$ cat src/rtl/exc_pkg.sv
// Shared types and constants for the pipeline exception controller.
package exc_pkg;

  localparam int unsigned CODE_W = 4;
  localparam int unsigned VEC_W  = 64;

  typedef enum logic [2:0] {
    IDLE,
    TAKE,
    HANDLER,
    ACKED,
    RETURN
  } exc_state_t;

  localparam logic [2:0] FLUSH_NONE = 3'b000;
  localparam logic [2:0] FLUSH_ALL  = 3'b111;
  localparam logic [2:0] FLUSH_FE   = 3'b011;

  localparam logic [CODE_W-1:0] CODE_NONE = 4'd0;

  // Vector for source index idx (code idx+1); 64-bit arithmetic, wraps naturally.
  function automatic logic [VEC_W-1:0] vec_of(input logic [VEC_W-1:0]  base,
                                               input logic [VEC_W-1:0]  stride,
                                               input logic [CODE_W-1:0] idx);
    return base + VEC_W'(idx) * stride;
  endfunction

endpackage

$ cat src/rtl/exc_prio_enc.sv
// Fixed-priority encoder: lowest set bit of pending wins.
module exc_prio_enc
  import exc_pkg::*;
#(
  parameter int unsigned NSRC = 4
) (
  input  logic [NSRC-1:0]   pending,
  output logic              valid,
  output logic [CODE_W-1:0] index,
  output logic [NSRC-1:0]   onehot
);

  always_comb begin
    valid  = |pending;
    index  = '0;
    onehot = '0;
    // Scan high to low so the lowest set bit is the last one written.
    for (int i = int'(NSRC) - 1; i >= 0; i--) begin
      if (pending[i]) begin
        index     = CODE_W'(i);
        onehot    = '0;
        onehot[i] = 1'b1;
      end
    end
  end

endmodule

$ cat src/rtl/exc_controller.sv
// Exception sequencer: arbitrates requests, issues Exc/flush, tracks the
// handler through ExcAck and Eret.
module exc_controller
  import exc_pkg::*;
#(
  parameter int unsigned      NSRC       = 4,
  parameter logic [VEC_W-1:0] VEC_BASE   = 64'h00000000000000D8,
  parameter logic [VEC_W-1:0] VEC_STRIDE = 64'h0000000000000010,
  parameter int unsigned      CNT_W      = 8
) (
  input  logic              clk,
  input  logic              reset,
  input  logic [NSRC-1:0]   exc_req,
  input  logic [NSRC-1:0]   exc_en,
  input  logic              mem_busy,
  input  logic              ExcAck,
  input  logic              Eret,
  output logic              Exc,
  output logic [VEC_W-1:0]  Exc_vector,
  output logic [CODE_W-1:0] EStatusI,
  output logic [NSRC-1:0]   src_ack,
  output logic [2:0]        flush,
  output logic              in_handler,
  output logic [CNT_W-1:0]  exc_count
);

  if (NSRC < 1 || NSRC > 15) begin : g_nsrc_check
    $error("exc_controller: NSRC must be in 1..15 to fit the 4-bit code");
  end

  exc_state_t        r_state;
  logic              r_exc;
  logic [VEC_W-1:0]  r_vector;
  logic [CODE_W-1:0] r_code;
  logic [NSRC-1:0]   r_src_ack;
  logic [2:0]        r_flush;
  logic              r_in_handler;
  logic [CNT_W-1:0]  r_exc_count;

  logic [NSRC-1:0]   w_pending;
  logic              w_valid;
  logic [CODE_W-1:0] w_index;
  logic [NSRC-1:0]   w_onehot;

  assign w_pending = exc_req & exc_en;

  exc_prio_enc #(
    .NSRC (NSRC)
  ) u_prio_enc (
    .pending (w_pending),
    .valid   (w_valid),
    .index   (w_index),
    .onehot  (w_onehot)
  );

  always_ff @(posedge clk or negedge reset) begin
    if (!reset) begin
      r_state      <= IDLE;
      r_exc        <= 1'b0;
      r_vector     <= '0;
      r_code       <= CODE_NONE;
      r_src_ack    <= '0;
      r_flush      <= FLUSH_NONE;
      r_in_handler <= 1'b0;
      r_exc_count  <= '0;
    end else begin
      // Strobes are single-cycle; only the transitions below raise them.
      r_exc     <= 1'b0;
      r_src_ack <= '0;
      r_flush   <= FLUSH_NONE;
      case (r_state)
        IDLE: begin
          if (w_valid && !mem_busy) begin
            r_state      <= TAKE;
            r_exc        <= 1'b1;
            r_flush      <= FLUSH_ALL;
            r_src_ack    <= w_onehot;
            r_in_handler <= 1'b1;
            r_code       <= w_index + CODE_W'(1);
            r_vector     <= vec_of(VEC_BASE, VEC_STRIDE, w_index);
            if (r_exc_count != '1) begin
              r_exc_count <= r_exc_count + CNT_W'(1);
            end
          end
        end
        TAKE: begin
          r_state <= HANDLER;
        end
        HANDLER: begin
          if (Eret) begin
            r_state <= RETURN;
            r_flush <= FLUSH_FE;
          end else if (ExcAck) begin
            r_state <= ACKED;
          end
        end
        ACKED: begin
          if (Eret) begin
            r_state <= RETURN;
            r_flush <= FLUSH_FE;
          end
        end
        RETURN: begin
          r_state      <= IDLE;
          r_in_handler <= 1'b0;
          r_code       <= CODE_NONE;
          r_vector     <= '0;
        end
        default: begin
          r_state <= IDLE;
        end
      endcase
    end
  end

  assign Exc        = r_exc;
  assign Exc_vector = r_vector;
  assign EStatusI   = r_code;
  assign src_ack    = r_src_ack;
  assign flush      = r_flush;
  assign in_handler = r_in_handler;
  assign exc_count  = r_exc_count;

endmodule

$ cat config.mk
export PLATFORM = sky130hd
export DESIGN_NAME = exc_controller
export DESIGN_NICKNAME = d
export VERILOG_FILES = /design/src/rtl/exc_pkg.sv /design/src/rtl/exc_prio_enc.sv /design/src/rtl/exc_controller.sv
export SDC_FILE = /design/constraint.sdc
export NUM_CORES = 1
export LEC_CHECK = 0
export CORE_MARGIN = 2
export CORE_UTILIZATION = 32
export DETAILED_ROUTE_END_ITERATION = 10
export GPL_ROUTABILITY_DRIVEN = 0
export GPL_TIMING_DRIVEN = 0
export PLACE_DENSITY = 0.81
export RECOVER_POWER = 50
export SYNTH_ARGS = -nofsm -noshare
export SYNTH_HDL_FRONTEND = slang
export SYNTH_SLANG_ARGS = --single-unit
$ cat constraint.sdc
create_clock -name clk -period 1.7 [get_ports clk]
set_input_delay 0.51 -clock clk [delete_from_list [all_inputs] [get_ports clk]]
set_output_delay 0.51 -clock clk [all_outputs]
set_load 0.005 [all_outputs]
== Yosys cells after proc, flatten, opt, wreduce, memory -nomap -nowiden ==
Cells that the tools add are included.
Word-level totals
  bits in registers: 88
  bits in latches: 0
  RAM bits: 0
  ROM bits: 0
  bits of input ports: 13
  output and inout bits: 85
  logic and storage cells: 55
  memories: 0
Operators by class
  add/sub/neg operators: 3
  multipliers: 0
  divide/modulo/power cells: 0
  order comparisons: 0
  eq/ne operators: 8
  shifts and indexed selects: 0
  multiplexer cells: 26
  bitwise gates (word level): 1
  reduce and logical (&&, ||, !) cells: 9
Operators by type and width (number)
  $pmux 64 s2: 1
  $mux 64: 1
  $mux 4: 7
  $mux 3: 5
  $pmux 3 s4: 1
  $mux 2: 5
  $add 8x8->9 const A: 1
  $add 8x1->8 const B: 1
  $ne 8x8->1 const B: 1
  $pmux 4 s2: 1
  $eq 3x2->1 const B: 2
  $pmux 3 s2: 1
  $reduce_and 3->1: 2
  $add 4x1->4 const B: 1
  $and 4x4->4: 1
  $ne 2x2->1 const B: 2
  $reduce_or 4->1: 1
  $eq 3x1->1 const B: 1
  $eq 3x3->1 const B: 1
  $logic_not 3->1: 1
  $mux 1: 3
  $ne 3x3->1 const B: 1
  $pmux 1 s2: 1
  $reduce_and 2->1: 1
  4 further kinds: 4

== Logic depth before layout (Yosys ltp) ==
  word-level depth: 8
  gate-level depth with buffers: 5
  mapped depth without buffers: 5

== By module ==
Synthesis repeated with hierarchy kept, for this count alone.
Unflattened totals
  cells, all modules: 176
  area, all modules: 1686.6 µm²
By module, submodules not included
  exc_controller: times used 1, cells each 162, area an instance 1606.5 µm², seq. area each 650.6 µm²
  exc_prio_enc: times used 1, cells each 14, area an instance 80.1 µm², seq. area each 0.0 µm²

== Worst setup path before layout ==
No wires, ideal clock.
  kind: input port to flip-flop
  start: input mem_busy
  end: register r_exc_count[1] (netlist: exc_count[1])
  library setup time: 0.125 ns
  arrival: 1.772 ns
  setup slack: -0.196 ns
  stages: 4
  buffers on the path: 0
  path through: or4_4 > a21o_4 > nor2_1 > mux2_2
Between the ends
  word-level cells in the longest chain between the ends: 3
RTL lines
  start: declaration: line exc_controller.sv:15  | input logic mem_busy,
  $logic_not 1->1: line exc_controller.sv:73  | if (w_valid && !mem_busy) begin
  $logic_and 1x1->1: line exc_controller.sv:73
  $reduce_and 3->1 (no line)
  end signal: assignment: line exc_controller.sv:82  | r_exc_count <= r_exc_count + CNT_W'(1);
  end: declaration: line exc_controller.sv:38  | logic [CNT_W-1:0] r_exc_count;
No other way between the ends.
A chain may end at the register's enable or synchronous reset.

== Worst setup path in the final report ==
  start: register r_state[2]
  end: register r_exc_count[7] (netlist: exc_count[7])
Between the ends
  word-level cells in the longest chain between the ends: 2
RTL lines
  start: declaration: line exc_controller.sv:31  | exc_state_t r_state;
  start signal: assignment: line exc_controller.sv:58  | r_state <= IDLE;
  start signal: assignment: line exc_controller.sv:74  | r_state <= TAKE;
  start signal: assignment: line exc_controller.sv:87  | r_state <= HANDLER;
  $logic_not 3->1: line exc_controller.sv:71  | case (r_state)
  $reduce_and 3->1 (no line)
No other way between the ends.

==> results.yml <==
layout:
  area_delta_synth_final_pct: 65.9
  final_common_cell: "buf_4"
  finalNonFillerCells: 329
  final_nets: 293
  final_cell_mix: "90 x buf_4, 59 x conb_1, 20 x dfrtp_1"
  final-seq-area_um2: 553
  fillers: 388
  diodes: 0
  drive_gt1_share_pct: 40.4
  multi_input_area_um2: 719
detailed_routing:
  wire_per_inst_um: 10.4
  first_pass_iters: 4
  drt-total-wl_um: 3410
  vias_per_cell: 3.89
  vias: 1279
  drc_errors: 0
  ant_nets: 0
  first_iter_violations: 89
critical_path:
  critPathSlowestCell: "or4_4"
  crit_family: "simple AND/OR/NAND/NOR gates"
  crit_start: "r_state[2]$_DFFE_PN0P_"
  rr_worst_depth: 5
  critical_path.startpoint_type: "flip-flop"
  path_cells: "or4_4, a21o_4, buf_4, nor4_4, xor2_1"
  endpoint_kind: "flip-flop"
  crit_required_ps: 1890
  endpoint: "exc_count[7]$_DFFE_PN0P_"
  reg2reg_to: "exc_count[7]$_DFFE_PN0P_"
  crit_buf_inv: 1
  r2r_slack_ps: -30
  max_stage_delay_ps: 550
  crit_arrival_ps: 1920
  crit_type: "flip-flop to flip-flop"
  reg2reg_from: "r_state[2]$_DFFE_PN0P_"
  cp_num_cells: 5
  path_max_fanout: 6
min_path:
  worstHoldPathType: "input port to async pin"
clock_network:
  cts.sinks: 22
  insertion_delay_ps: 260
  clk_pin_slew_ps: 80
  cts_buffer_depth: 2
  ctsHoldBuffers: 0
  cts_tree: "done"
  htreeDepth: 1
  numCtsBuffers: 3
  cts_root_buf: "clkbuf_8"
status:
  status: "complete, but fails checks"
  failed_checks: "setup timing"
placement:
  post-dp-hpwl_um: 2300
  dp_cells: 301
  dp_slack_ps: -635
  io_buffers: 38
global_route:
  grt_overflow: 0
  grtUsageTotal_pct: 12.4
  grt_max_degree: 23
  grt_pass1_vias: 1146
  grt_pass1_wl_um: 5090
  antenna_found_initial: 0
power:
  total_power_mw: 2.61
  p_seq_share_pct: 30.7
  pwr-share-comb_pct: 54.9
  p_switching_uw: 839
  sw_frac_of_total_pct: 32.2
  p_clk_share_pct: 14.4
  p_leak_nw: 1.37
  irDropWorstVdd_v: 0.000374
  internal-power_mw: 1.77
  power_density_mw_per_mm2: 1070
synthesis:
  syn_inst: 153
  synth_top_area_cell: "dfrtp_1"
  synth_area_leaders: "dfrtp_1 37%, buf_4 34%, nor2_1 2.8%, xor2_1 2.4%, a21oi_1 1.7%"
  synth_seq_cells: 22
  syn_avg_cell_area_um2: 9.65
  yosysUniqueCellTypes: 30
  yosysTopAreaCellShare_pct: 37.3
  yosysSeqAreaShare_pct: 37.3
  yosys_warnings: 0
  netlist_area_mm2: 0.00148
die:
  io_pins: 98
  start_util_pct: 33.4
  die-area_mm2: 0.00517
  rows: 24
  die_w_um: 71.9
  core-area_mm2: 0.00441
  die_h_um: 71.9
sta:
  worst_clock_skew_ps: 5.23
  timing.slew.headroom_pct: 20.4
  slew_viol_final: 0
  fmax_mhz: 577
  setup_ws_ps: -33.3
  finalCritPeriodShare_pct: 102
  worst_slew_pin_slew_ps: 1190
  holdWs_ps: 471
  rsz0062_at_grt: "true"
  period_needed_ps: 1730
  hold_viol: 0
  setup_viol: 4
flow_run:
  cap_violations: 0
==> stage by stage <==
stage | util [%] | setup TNS [ps] | instance area [µm²]
after global routing | 55.5 | -572 | 2450
after global placement | 48.7 | -7190 | 2150
after floorplan | - | -167 | 1710
after detailed placement | 48.7 | -8110 | 2150
final | 55.5 | -96.9 | 2450
after CTS | 53.6 | -99.0 | 2370
==> synthesized netlist by cell type <==
cell type / count
buf_4: 66
dfrtp_1: 22
nor2_1: 11
nand2_1: 6
a21oi_1: 5
nand3_1: 4
xor2_1: 4
a22oi_1: 3
nand4_1: 3
a22o_1: 2
and3_1: 2
ha_1: 2
nor2b_1: 2
nor3b_1: 2
nor4_2: 2
o21ai_0: 2
o2bb2ai_1: 2
a2111oi_0: 1
a211oi_1: 1
a21o_4: 1
and2_1: 1
and4_1: 1
conb_1: 1
inv_1: 1
inv_2: 1
mux2_2: 1
nor4_1: 1
nor4b_2: 1
or4_4: 1
xnor2_1: 1
==> cell type report <==
type                       instances  area share, %
multi-input combinational        121           29.4
tap                               52           2.66
timing repair buffer              62           22.6
sequential                        22           22.6
inverter                           2          0.306
buffer                            66           20.2
clock buffer                       4           2.25
==> layer usage <==
metal  vias up  share of wire, %  GRT usage (%)
li1        640                 -              -
met1       579                34           12.8
met2        54                57           24.3
met3         6               6.9           1.53
met4         0               2.3           5.87
met5         -                 0              0
==> sequential cells by signal (all words and copies together), names as in the netlist <==
signal / cells
EStatusI: 1
Exc: 1
flush: 1
Exc_vector: 4
exc_count: 8
r_state: 3
src_ack: 4
==> what timing repair did <==
item,in CTS,in global routing
cloned,0,0
buffers inserted,18,6
gates resized for setup,25,12
setup endpoints to repair,28,19
pin swaps,10,8
==> kinds of logic after synthesis <==
group	count (synthesis)	share of synthesized area, %
flops	22	37.3
simple gates	37	14.6
fa+ha+maj	2	1.69
xor+xnor	5	2.97
compound gates	17	8.39
other cells	1	0.254
mux	1	0.763
buf+inv	68	34.1
==> power groups by stage <==
stage,registers (mW),logic [mW],clock network [mW]
3_5_place_dp,0.880,1.07,0
2_1_floorplan,0.856,0.551,0
6_report,0.800,1.43,0.377
3_3_place_gp,0.868,1.04,0
5_1_grt,0.823,1.56,0.396
4_1_cts,0.802,1.31,0.377
==> worst min-delay path by stage <==
stage / slack (ps) / end / startpoint / cells past startpoint
2_1_floorplan: 210 / EStatusI[2]$_DFFE_PN0P_ / reset / 0
3_3_place_gp: 500 / Exc_vector[7]$_DFFE_PN0P_ / Exc_vector[7]$_DFFE_PN0P_ / 1
3_5_place_dp: 500 / Exc_vector[7]$_DFFE_PN0P_ / Exc_vector[7]$_DFFE_PN0P_ / 1
4_1_cts: 570 / exc_count[5]$_DFFE_PN0P_ / exc_count[5]$_DFFE_PN0P_ / 2
5_1_grt: 580 / Exc_vector[5]$_DFFE_PN0P_ / reset / 1
6_report: 470 / EStatusI[2]$_DFFE_PN0P_ / reset / 1
==> worst reg2reg max path: cells and delay by family, from the launching register on <==
kind / cells / cell delay (ps)
simple gates: 2 / 690
buf+inv: 1 / 150
xor+xnor: 1 / 170
flops: 1 / 410
compound gates: 1 / 250
No activity file was read; power rests on OpenSTA's default activity.
